## src/rtl/dmem_arbiter_if.sv

```systemverilog
// rtl/dmem_arbiter_if.sv - CPU/DBG requester and memory-port bundle for dmem_arbiter
interface dmem_arbiter_if #(
  parameter int NB_DATA_BUS = 32,
  parameter int NB_ADDRESS  = 10
);
  logic                   i_cpu_req;
  logic                   i_cpu_we;
  logic [NB_ADDRESS-1:0]  i_cpu_addr;
  logic [NB_DATA_BUS-1:0] i_cpu_wdata;
  logic [1:0]             i_cpu_addressing;
  logic                   o_cpu_ack;
  logic [NB_DATA_BUS-1:0] o_cpu_rdata;
  logic                   o_cpu_stall;

  logic                   i_dbg_req;
  logic                   i_dbg_we;
  logic [NB_ADDRESS-1:0]  i_dbg_addr;
  logic [NB_DATA_BUS-1:0] i_dbg_wdata;
  logic [1:0]             i_dbg_addressing;
  logic                   o_dbg_ack;
  logic [NB_DATA_BUS-1:0] o_dbg_rdata;

  logic                   o_mem_r_en;
  logic [NB_ADDRESS-1:0]  o_mem_r_addr;
  logic [1:0]             o_mem_r_addressing;
  logic                   o_mem_w_en;
  logic [NB_ADDRESS-1:0]  o_mem_w_addr;
  logic [NB_DATA_BUS-1:0] o_mem_w_data;
  logic [1:0]             o_mem_w_addressing;
  logic [NB_DATA_BUS-1:0] i_mem_r_data;

  logic                   o_busy;

  modport slave (
    input  i_cpu_req, i_cpu_we, i_cpu_addr, i_cpu_wdata, i_cpu_addressing,
    output o_cpu_ack, o_cpu_rdata, o_cpu_stall,
    input  i_dbg_req, i_dbg_we, i_dbg_addr, i_dbg_wdata, i_dbg_addressing,
    output o_dbg_ack, o_dbg_rdata,
    output o_mem_r_en, o_mem_r_addr, o_mem_r_addressing,
    output o_mem_w_en, o_mem_w_addr, o_mem_w_data, o_mem_w_addressing,
    input  i_mem_r_data,
    output o_busy
  );

  modport master (
    output i_cpu_req, i_cpu_we, i_cpu_addr, i_cpu_wdata, i_cpu_addressing,
    input  o_cpu_ack, o_cpu_rdata, o_cpu_stall,
    output i_dbg_req, i_dbg_we, i_dbg_addr, i_dbg_wdata, i_dbg_addressing,
    input  o_dbg_ack, o_dbg_rdata,
    input  o_mem_r_en, o_mem_r_addr, o_mem_r_addressing,
    input  o_mem_w_en, o_mem_w_addr, o_mem_w_data, o_mem_w_addressing,
    output i_mem_r_data,
    input  o_busy
  );
endinterface

```

## src/rtl/dmem_arbiter.sv

```systemverilog
// rtl/dmem_arbiter.sv - single-outstanding data-memory arbiter, CPU priority with DBG anti-starvation
module dmem_arbiter #(
  parameter int NB_DATA_BUS  = 32,
  parameter int NB_ADDRESS   = 10,
  parameter int STARVE_LIMIT = 4
) (
  input logic           i_clk,
  input logic           i_reset,
  dmem_arbiter_if.slave bus
);
  localparam int NB_CNT = $clog2(STARVE_LIMIT + 1);
  localparam logic [NB_CNT-1:0] CNT_MAX = NB_CNT'(STARVE_LIMIT);

  typedef enum logic [1:0] {IDLE, WR_ACK, RD_CAPTURE, RD_ACK} state_t;
  typedef enum logic [1:0] {OWN_NONE, OWN_CPU, OWN_DBG} owner_t;

  state_t                 state;
  owner_t                 owner;
  logic [NB_CNT-1:0]      starve_cnt;
  logic                   cpu_ack;
  logic                   dbg_ack;
  logic [NB_DATA_BUS-1:0] cpu_rdata;
  logic [NB_DATA_BUS-1:0] dbg_rdata;

  logic                   grant_dbg;
  logic                   grant_cpu;
  logic                   issue;
  logic                   sel_we;
  logic [NB_ADDRESS-1:0]  sel_addr;
  logic [NB_DATA_BUS-1:0] sel_wdata;
  logic [1:0]             sel_addressing;

  // Grant is Mealy on IDLE so the memory sees the access in the same cycle.
  assign grant_dbg = (state == IDLE) & ~i_reset & bus.i_dbg_req
                   & (~bus.i_cpu_req | (starve_cnt == CNT_MAX));
  assign grant_cpu = (state == IDLE) & ~i_reset & bus.i_cpu_req & ~grant_dbg;
  assign issue     = grant_dbg | grant_cpu;

  assign sel_we         = grant_dbg ? bus.i_dbg_we         : bus.i_cpu_we;
  assign sel_addr       = grant_dbg ? bus.i_dbg_addr       : bus.i_cpu_addr;
  assign sel_wdata      = grant_dbg ? bus.i_dbg_wdata      : bus.i_cpu_wdata;
  assign sel_addressing = grant_dbg ? bus.i_dbg_addressing : bus.i_cpu_addressing;

  assign bus.o_mem_w_en         = issue & sel_we;
  assign bus.o_mem_r_en         = issue & ~sel_we;
  assign bus.o_mem_w_addr       = bus.o_mem_w_en ? sel_addr       : '0;
  assign bus.o_mem_w_data       = bus.o_mem_w_en ? sel_wdata      : '0;
  assign bus.o_mem_w_addressing = bus.o_mem_w_en ? sel_addressing : 2'b00;
  assign bus.o_mem_r_addr       = bus.o_mem_r_en ? sel_addr       : '0;
  assign bus.o_mem_r_addressing = bus.o_mem_r_en ? sel_addressing : 2'b00;

  assign bus.o_cpu_ack   = cpu_ack;
  assign bus.o_dbg_ack   = dbg_ack;
  assign bus.o_cpu_rdata = cpu_rdata;
  assign bus.o_dbg_rdata = dbg_rdata;
  assign bus.o_cpu_stall = bus.i_cpu_req & ~cpu_ack;
  assign bus.o_busy      = (state != IDLE);

  always_ff @(posedge i_clk) begin
    if (i_reset) begin
      state      <= IDLE;
      owner      <= OWN_NONE;
      starve_cnt <= '0;
      cpu_ack    <= 1'b0;
      dbg_ack    <= 1'b0;
      cpu_rdata  <= '0;
      dbg_rdata  <= '0;
    end else begin
      cpu_ack <= 1'b0;
      dbg_ack <= 1'b0;
      case (state)
        IDLE: begin
          if (grant_dbg) begin
            owner      <= OWN_DBG;
            starve_cnt <= '0;
          end else if (grant_cpu) begin
            owner <= OWN_CPU;
            // CPU only wins while below the limit, so the increment cannot overflow.
            starve_cnt <= bus.i_dbg_req ? starve_cnt + NB_CNT'(1) : '0;
          end else begin
            starve_cnt <= '0;
          end
          if (issue) begin
            if (sel_we) begin
              state   <= WR_ACK;
              cpu_ack <= grant_cpu;
              dbg_ack <= grant_dbg;
            end else begin
              state <= RD_CAPTURE;
            end
          end
        end
        WR_ACK: begin
          state <= IDLE;
        end
        RD_CAPTURE: begin
          if (owner == OWN_DBG) begin
            dbg_rdata <= bus.i_mem_r_data;
            dbg_ack   <= 1'b1;
          end else if (owner == OWN_CPU) begin
            cpu_rdata <= bus.i_mem_r_data;
            cpu_ack   <= 1'b1;
          end
          state <= RD_ACK;
        end
        RD_ACK: begin
          state <= IDLE;
        end
        default: begin
          state <= IDLE;
        end
      endcase
    end
  end
endmodule

```

## src/flat_wrapper.sv

```systemverilog
// flat-port wrapper written by rule: the top's interface ports become plain ports
module dmem_arbiter_flat 
#(
  parameter int NB_DATA_BUS  = 32,
  parameter int NB_ADDRESS   = 10,
  parameter int STARVE_LIMIT = 4
)
  (i_clk, i_reset, bus_i_cpu_req, bus_i_cpu_we, bus_i_cpu_addr, bus_i_cpu_wdata, bus_i_cpu_addressing, bus_o_cpu_ack, bus_o_cpu_rdata, bus_o_cpu_stall, bus_i_dbg_req, bus_i_dbg_we, bus_i_dbg_addr, bus_i_dbg_wdata, bus_i_dbg_addressing, bus_o_dbg_ack, bus_o_dbg_rdata, bus_o_mem_r_en, bus_o_mem_r_addr, bus_o_mem_r_addressing, bus_o_mem_w_en, bus_o_mem_w_addr, bus_o_mem_w_data, bus_o_mem_w_addressing, bus_i_mem_r_data, bus_o_busy);
  dmem_arbiter_if #(.NB_DATA_BUS(NB_DATA_BUS), .NB_ADDRESS(NB_ADDRESS)) bus_i ();
  input logic i_clk;
  input logic i_reset;
  input wire logic [$bits(bus_i.i_cpu_req)-1:0] bus_i_cpu_req;
  input wire logic [$bits(bus_i.i_cpu_we)-1:0] bus_i_cpu_we;
  input wire logic [$bits(bus_i.i_cpu_addr)-1:0] bus_i_cpu_addr;
  input wire logic [$bits(bus_i.i_cpu_wdata)-1:0] bus_i_cpu_wdata;
  input wire logic [$bits(bus_i.i_cpu_addressing)-1:0] bus_i_cpu_addressing;
  output wire logic [$bits(bus_i.o_cpu_ack)-1:0] bus_o_cpu_ack;
  output wire logic [$bits(bus_i.o_cpu_rdata)-1:0] bus_o_cpu_rdata;
  output wire logic [$bits(bus_i.o_cpu_stall)-1:0] bus_o_cpu_stall;
  input wire logic [$bits(bus_i.i_dbg_req)-1:0] bus_i_dbg_req;
  input wire logic [$bits(bus_i.i_dbg_we)-1:0] bus_i_dbg_we;
  input wire logic [$bits(bus_i.i_dbg_addr)-1:0] bus_i_dbg_addr;
  input wire logic [$bits(bus_i.i_dbg_wdata)-1:0] bus_i_dbg_wdata;
  input wire logic [$bits(bus_i.i_dbg_addressing)-1:0] bus_i_dbg_addressing;
  output wire logic [$bits(bus_i.o_dbg_ack)-1:0] bus_o_dbg_ack;
  output wire logic [$bits(bus_i.o_dbg_rdata)-1:0] bus_o_dbg_rdata;
  output wire logic [$bits(bus_i.o_mem_r_en)-1:0] bus_o_mem_r_en;
  output wire logic [$bits(bus_i.o_mem_r_addr)-1:0] bus_o_mem_r_addr;
  output wire logic [$bits(bus_i.o_mem_r_addressing)-1:0] bus_o_mem_r_addressing;
  output wire logic [$bits(bus_i.o_mem_w_en)-1:0] bus_o_mem_w_en;
  output wire logic [$bits(bus_i.o_mem_w_addr)-1:0] bus_o_mem_w_addr;
  output wire logic [$bits(bus_i.o_mem_w_data)-1:0] bus_o_mem_w_data;
  output wire logic [$bits(bus_i.o_mem_w_addressing)-1:0] bus_o_mem_w_addressing;
  input wire logic [$bits(bus_i.i_mem_r_data)-1:0] bus_i_mem_r_data;
  output wire logic [$bits(bus_i.o_busy)-1:0] bus_o_busy;
  assign bus_i.i_cpu_req = bus_i_cpu_req;
  assign bus_i.i_cpu_we = bus_i_cpu_we;
  assign bus_i.i_cpu_addr = bus_i_cpu_addr;
  assign bus_i.i_cpu_wdata = bus_i_cpu_wdata;
  assign bus_i.i_cpu_addressing = bus_i_cpu_addressing;
  assign bus_o_cpu_ack = bus_i.o_cpu_ack;
  assign bus_o_cpu_rdata = bus_i.o_cpu_rdata;
  assign bus_o_cpu_stall = bus_i.o_cpu_stall;
  assign bus_i.i_dbg_req = bus_i_dbg_req;
  assign bus_i.i_dbg_we = bus_i_dbg_we;
  assign bus_i.i_dbg_addr = bus_i_dbg_addr;
  assign bus_i.i_dbg_wdata = bus_i_dbg_wdata;
  assign bus_i.i_dbg_addressing = bus_i_dbg_addressing;
  assign bus_o_dbg_ack = bus_i.o_dbg_ack;
  assign bus_o_dbg_rdata = bus_i.o_dbg_rdata;
  assign bus_o_mem_r_en = bus_i.o_mem_r_en;
  assign bus_o_mem_r_addr = bus_i.o_mem_r_addr;
  assign bus_o_mem_r_addressing = bus_i.o_mem_r_addressing;
  assign bus_o_mem_w_en = bus_i.o_mem_w_en;
  assign bus_o_mem_w_addr = bus_i.o_mem_w_addr;
  assign bus_o_mem_w_data = bus_i.o_mem_w_data;
  assign bus_o_mem_w_addressing = bus_i.o_mem_w_addressing;
  assign bus_i.i_mem_r_data = bus_i_mem_r_data;
  assign bus_o_busy = bus_i.o_busy;
  dmem_arbiter #(.NB_DATA_BUS(NB_DATA_BUS), .NB_ADDRESS(NB_ADDRESS), .STARVE_LIMIT(STARVE_LIMIT)) u_core (.i_clk(i_clk), .i_reset(i_reset), .bus(bus_i));
endmodule
```

## config.mk

```make
export PLATFORM = sky130hd
export DESIGN_NAME = dmem_arbiter_flat
export DESIGN_NICKNAME = d
export VERILOG_FILES = /design/src/rtl/dmem_arbiter_if.sv /design/src/rtl/dmem_arbiter.sv /design/src/flat_wrapper.sv
export SDC_FILE = /design/constraint.sdc
export NUM_CORES = 1
export LEC_CHECK = 0
export BUFFER_PORTS_ARGS = -buffer_cell sky130_fd_sc_hd__buf_2
export CORE_AREA = 2 2 135 71
export CTS_BUF_LIST = sky130_fd_sc_hd__clkbuf_4
export CTS_CLUSTER_DIAMETER = 30
export DETAILED_ROUTE_END_ITERATION = 8
export DIE_AREA = 0 0 137 73
export GPL_TIMING_DRIVEN = 0
export PLACE_DENSITY = 0.92
export SYNTH_ARGS = -nofsm -noshare
export SYNTH_HDL_FRONTEND = slang
export SYNTH_SLANG_ARGS = --single-unit
```

## constraint.sdc

```tcl
create_clock -name i_clk -period 3 [get_ports i_clk]
set_clock_uncertainty 0.2 [all_clocks]
set_input_delay 0.75 -clock i_clk [delete_from_list [all_inputs] [get_ports i_clk]]
set_output_delay 0.75 -clock i_clk [all_outputs]
set_load 0.01 [all_outputs]
```

* Yosys cells after proc, flatten, opt, wreduce, memory -nomap -nowiden
Cells that the tools add are included.
** Word-level totals
- Register bits after elaboration :: 73
- Bits of input ports :: 126
- Logic and storage cells :: 64
** Operators by class
- $add $sub $neg :: 1
- Equality and inequality tests :: 7
- Multiplexer cells :: 26
- Bitwise logic cells :: 16
- Reductions and logical operators :: 7
** Operators by type and width (number)
- $mux W32 :: 2
- $mux W10 :: 3
- $mux W2 :: 7
- $mux W3 :: 3
- $and A1 B1 Y1 :: 8
- $mux W1 :: 8
- $eq A2 B2 Y1 const B :: 3
- $not A1 Y1 :: 6
- $pmux W2 S3 :: 1
- $eq A2 B1 Y1 const B :: 2
- $pmux W1 S2 :: 2
- $reduce_and A2 Y1 :: 2
- $reduce_bool A2 Y1 :: 2
- $add A3 B1 Y3 const B :: 1
- $eq A3 B3 Y1 const B :: 1
- $reduce_and A3 Y1 :: 1
- $logic_not A2 Y1 :: 1
- $ne A2 B1 Y1 const B :: 1
- $or A1 B1 Y1 :: 2
- $reduce_or A2 Y1 :: 1

* Depth between registers and ports, before layout
- Depth after elaboration :: 9
- Mapped depth :: 7

* Worst setup path after synthesis
No wires, ideal clock.
- Path type :: input -> output
- Start point :: in i_reset
- End point :: out bus_o_mem_r_addr[0]
- Arrival time :: 2.153 ns
- Data required time :: 2.050 ns
- Slack :: -0.103 ns
- Cell stages on the path :: 6
- Path buffers :: 3
- Cell sequence :: or4b_1 clkbuf_2 or3_1 buf_2 buf_6 a22oi_1
** Between the ends
- Longest elaborated chain between the ends :: 9
- Elaborated cells on any way between the ends :: 13
- Classes of those cells :: mux: 3; bitwise: 10
** Ends and longest elaborated chain
- start: declaration :: line flat_wrapper.sv:11 : input logic i_reset;
- $not A1 Y1 * :: line dmem_arbiter.sv:34, dmem_arbiter.sv:36
- $and A1 B1 Y1 * :: line dmem_arbiter.sv:34, dmem_arbiter.sv:36
- $and A1 B1 Y1 :: line dmem_arbiter.sv:34 : assign grant_dbg = (state == IDLE) & ~i_reset & bus.i_dbg_req
- $and A1 B1 Y1 :: line dmem_arbiter.sv:35 : & (~bus.i_cpu_req | (starve_cnt == CNT_MAX));
- $not A1 Y1 :: line dmem_arbiter.sv:36 : assign grant_cpu = (state == IDLE) & ~i_reset & bus.i_cpu_req & ~grant_dbg;
- $and A1 B1 Y1 :: line dmem_arbiter.sv:36
- $or A1 B1 Y1 :: line dmem_arbiter.sv:37 : assign issue = grant_dbg | grant_cpu;
- $and A1 B1 Y1 :: line dmem_arbiter.sv:45 : assign bus.o_mem_r_en = issue & ~sel_we;
- $mux W10 * :: line dmem_arbiter.sv:49 : assign bus.o_mem_r_addr = bus.o_mem_r_en ? sel_addr : '0;
- end: declaration :: line flat_wrapper.sv:28 : output wire logic [$bits(bus_i.o_mem_r_addr)-1:0] bus_o_mem_r_addr;
Every way passes the cells marked *; elsewhere a longest branch is shown, timed or not.

* Worst setup path after layout
- Start point :: in i_reset
- End point :: out bus_o_mem_r_addressing[0]
** Between the ends
- Longest elaborated chain between the ends :: 9
- Elaborated cells on any way between the ends :: 13
- Classes of those cells :: mux: 3; bitwise: 10
** Ends and longest elaborated chain
- $not A1 Y1 * :: line dmem_arbiter.sv:34, dmem_arbiter.sv:36
- $and A1 B1 Y1 * :: line dmem_arbiter.sv:34, dmem_arbiter.sv:36
- $and A1 B1 Y1 :: line dmem_arbiter.sv:34
- $and A1 B1 Y1 :: line dmem_arbiter.sv:35
- $not A1 Y1 :: line dmem_arbiter.sv:36
- $and A1 B1 Y1 :: line dmem_arbiter.sv:36
- $or A1 B1 Y1 :: line dmem_arbiter.sv:37
- $and A1 B1 Y1 :: line dmem_arbiter.sv:45
- $mux W2 * :: line dmem_arbiter.sv:50 : assign bus.o_mem_r_addressing = bus.o_mem_r_en ? sel_addressing : 2'b00;
- end: declaration :: line flat_wrapper.sv:29 : output wire logic [$bits(bus_i.o_mem_r_addressing)-1:0] bus_o_mem_r_addressing;
Marks and branches as above.

==> results by group <==
Floorplanning
  • Initial Util: 0.411
  • Die H: 73 um
  • Row count: 25
  • DIE WIDTH: 137 um
  • Placeable Area: 9010 um^2
  • I/O Pins: approximately 250
  • Die area: 10,000 um^2

Pwr
  • P per Cell Area: 331 nW/um^2
  • Total power: 0.00211 W
  • Flop pwr share: 0.469
  • Worst VDD drop: 244 uV
  • Clock power frac: 0.251
  • LEAKAGE: 2.87 nW
  • Switching share of power: 0.321
  • Combinational Power Share: 0.279
  • Internal: 0.00144 W
  • Psw: 0.000679 W

Flow run
  • Max Cap Violations: 0

Placed design
  • Cell count after placement: 887
  • Dpl ws: -0.576 ns
  • Placer Congestion: 0.999
  • Dpl hpwl: 11.3 mm
  • IO buf count: 251

Clocking
  • Clock Path Buffers: 2
  • Clock Root Buffer: clkbuf_4
  • CTS tree: done
  • CTS Buf Count: 9
  • Skew-Pair Late Insertion Delay: 0.40 ns
  • Htree depth: 3
  • Clock Pin Slew Worst Setup and Hold Paths: between 0.1 and 0.15 ns
  • CTS Hold Bufs: 0
  • Clock Sinks: 73

Status
  • Violated checks: setup timing
  • Status: finished, violations left

Timing
  • Final period util: 1.11
  • Setup_tns: -12.33 ns
  • Slew Limit Fails: 0
  • Maximum clock frequency: around 300 MHz
  • Setup-failing EPs final: 58
  • Setup ws final: -0.318 ns
  • Unrepaired setup endpoints after global routing: true
  • Slew of the pin with the lowest slew margin: between 0.6 and 0.7 ns
  • Hold Fails Final Rpt: 0
  • Minimum clock period: approximately 3.3 ns
  • Worst relative slew slack: 0.544

Synthesis
  • Mapped Area: 3700 um^2
  • Netlist cell types: 30
  • Warnings from Yosys: 0
  • Mapped Cells: 515
  • Sequential element share of the synthesized area: 0.395
  • Avg Cell Area, Syn: 7.19 um^2
  • FF+latch count, synth: 73
  • Syn Nets: 643

Cells and area
  • Share of cells above drive strength 1: 0.520
  • Final #Nets: 942
  • Syn-to-layout area delta: 72.6%
  • Multi-input logic area: 2430 um^2
  • Final std cells w/o fill: 940
  • Ant. Diodes: 0
  • Register area: 1470 um^2
  • Layout filler cell count: between 700 and 800

GRT
  • Grt ovf: 0
  • Initial antenna violation count: 1
  • First-pass GRT wire length: around 26 mm
  • Vias in the first global route: 4,913
  • Gr usage total: 0.334
  • Largest net degree at the start of global routing: 14

Detailed routing
  • Via count: about 5,400
  • Drt drc: 0
  • First-pass DRT Iterations: 7
  • Detail Route Antenna Nets: 0
  • Iter 0 DRT Violations: 468
  • Via density per instance: 5.78
  • DR WL/cell: 19.1 um
  • Drt total wl: 17.9 mm

Critical path
  • Reg2Reg Setup Slack: 0.82 ns
  • CP delay by family, top: simple AND/OR/NAND/NOR gates
  • Reg2Reg Depth: 6
  • Reg-to-Reg End: u_core.bus.o_dbg_rdata[10]
  • CP peak stage delay: between 0.5 and 0.6 ns
  • Arr. time, crit path: between 2 and 2.5 ns
  • Kind of critical path: input port to output port
  • Critical Path Source Type: input port
  • Worst-path cell chain: buf_8 -> or4b_4 -> or3_4 -> buf_4 -> a22oi_1 -> buf_2
  • Slowest stage cell, crit path: or4b_4
  • RR Startpoint: u_core.state[1]
  • WP buf/inv: 3
  • CP Max Fanout: 4
  • WP data required: 2.05 ns
  • CP endpoint kind: output port

Hold path
  • Hold_sp: u_core.bus.o_cpu_rdata[22]
  • Worst Hold Path Cells: 2
  • Hold WC Path Type: register to register
  • Worst Hold Path EP: u_core.bus.o_cpu_rdata[22]
-- power groups by stage --
stage               Combinational, W  Clock (W)  Sequential, W
global placement            0.000375          0        0.00101
global route                0.000621   0.000599       0.000994
detailed placement          0.000381          0        0.00101
finish                      0.000590   0.000532       0.000993
CTS                         0.000510   0.000548       0.000992
floorplan                   0.000192          0        0.00102
-- Yosys cell counts --
cell type  number  area, um^2
clkbuf_2        1        5.00
inv_1           3        11.3
a22oi_1        56         420
a2bb2oi_1       1        8.76
or4b_1          1        10.0
nor4bb_1        4        40.0
or3_1           2        12.5
nand3_1        47         235
nand4b_1        1        8.76
nand3_2         1        10.0
dfxtp_1        73        1460
nor4b_1         2        17.5
nor2b_1         1        6.26
buf_2           7        35.0
buf_6           1        11.3
o21ai_0        46         230
nor4b_4         1        23.8
or2_2           1        6.26
a21bo_2         1        10.0
clkbuf_1       45         169
nand2_1       134         503
nand4bb_1       2        22.5
nor2_1          2        7.51
buf_1           3        11.3
nand3b_1        1        7.51
a21oi_1        71         355
ha_1            2        25.0
nor3b_1         1        7.51
a21boi_1        1        7.51
a211oi_1        3        22.5
-- worst min-delay path: stages (launching register included) --
cell	delay (ns)
dfxtp_1	0.33
nand2_1	0.05
a21oi_1	0.05
-- cell families (layout without fill, tap and decap cells) --
| logic type | after synthesis | in the layout | synth area share |
|---|---|---|---|
| AO/OA/AOI/OAI | 179 | 179 | 0.285 |
| AND/OR/NAND/NOR | 201 | 202 | 0.248 |
| buffers and inverters | 60 | 363 | 0.0656 |
| adder cells (fa/ha/maj) | 2 | 2 | 0.00676 |
| flip-flops | 73 | 73 | 0.395 |
-- how the worst max path moves through the flow --
| stage | cells after the start | to | slack (ns) | startpoint |
|---|---|---|---|---|
| after global routing | 5 | bus_o_mem_r_addressing[0] | -0.38 | u_core.state[0] |
| after global placement | 7 | bus_o_mem_w_data[13] | -0.58 | i_reset |
| final | 6 | bus_o_mem_r_addressing[0] | -0.32 | i_reset |
| after CTS | 8 | bus_o_mem_r_addressing[1] | -0.35 | i_reset |
| after detailed placement | 7 | bus_o_mem_w_data[13] | -0.58 | i_reset |
| after floorplan | 6 | bus_o_mem_r_addr[0] | -0.05 | i_reset |
-- per-stage QoR --
stage          hold slack [ns]  area [um^2]  utilization
2_1_floorplan            0.249         3750            -
3_3_place_gp             0.240         5150        0.572
3_5_place_dp             0.245         5150        0.572
4_1_cts                  0.262         6120        0.679
5_1_grt                  0.284         6390        0.709
6_report                 0.261         6390        0.709
-- what timing repair did --
item                       CTS  global route
cloned                       7             5
resized for setup          197            39
buffers inserted            19            11
setup endpoints to repair   58            58
pin swaps                   17             9
-- sequential cells by signal, indices dropped and copies added, names as in the netlist --
signal,flops
u_core.bus.o_cpu_rdata,32
u_core.bus.o_dbg_rdata,32
u_core.starve_cnt,3
u_core.owner,2
u_core.state,2
u_core.bus.o_cpu_ack,1
u_core.bus.o_dbg_ack,1
-- cell usage in the layout, fill, tap and decap left out, drive strengths merged, types with 2 or more instances in the layout --
master and count:
buf 296, nand2 134, dfxtp 73, a21oi 71
clkbuf 58, a22oi 56, nand3 49, o21ai 46
nor4bb 4, inv 4, clkinv 4, a211oi 3
nor4b 3, nand4bb 2, nor2 2, or3 2
ha 2
-- final cells by class --
cell class,instances,area share
buffer,53,0.0695
clock buffer,10,0.0117
clock inverter,6,0.00685
inverter,3,0.00176
multi-input combinational,383,0.381
sequential,73,0.229
tap,121,0.0237
timing repair buffer,291,0.276
-- per-layer routing --
layer | up-vias | GRT usage | routed length, um
met1 | 2517 | 0.465 | 7570
met4 | 2 | 0.128 | 776
met2 | 395 | 0.495 | 7750
met3 | 88 | 0.0861 | 1810
li1 | 2431 | - | -
met5 | - | 0 | 14
(Power assumes the default switching activity.)
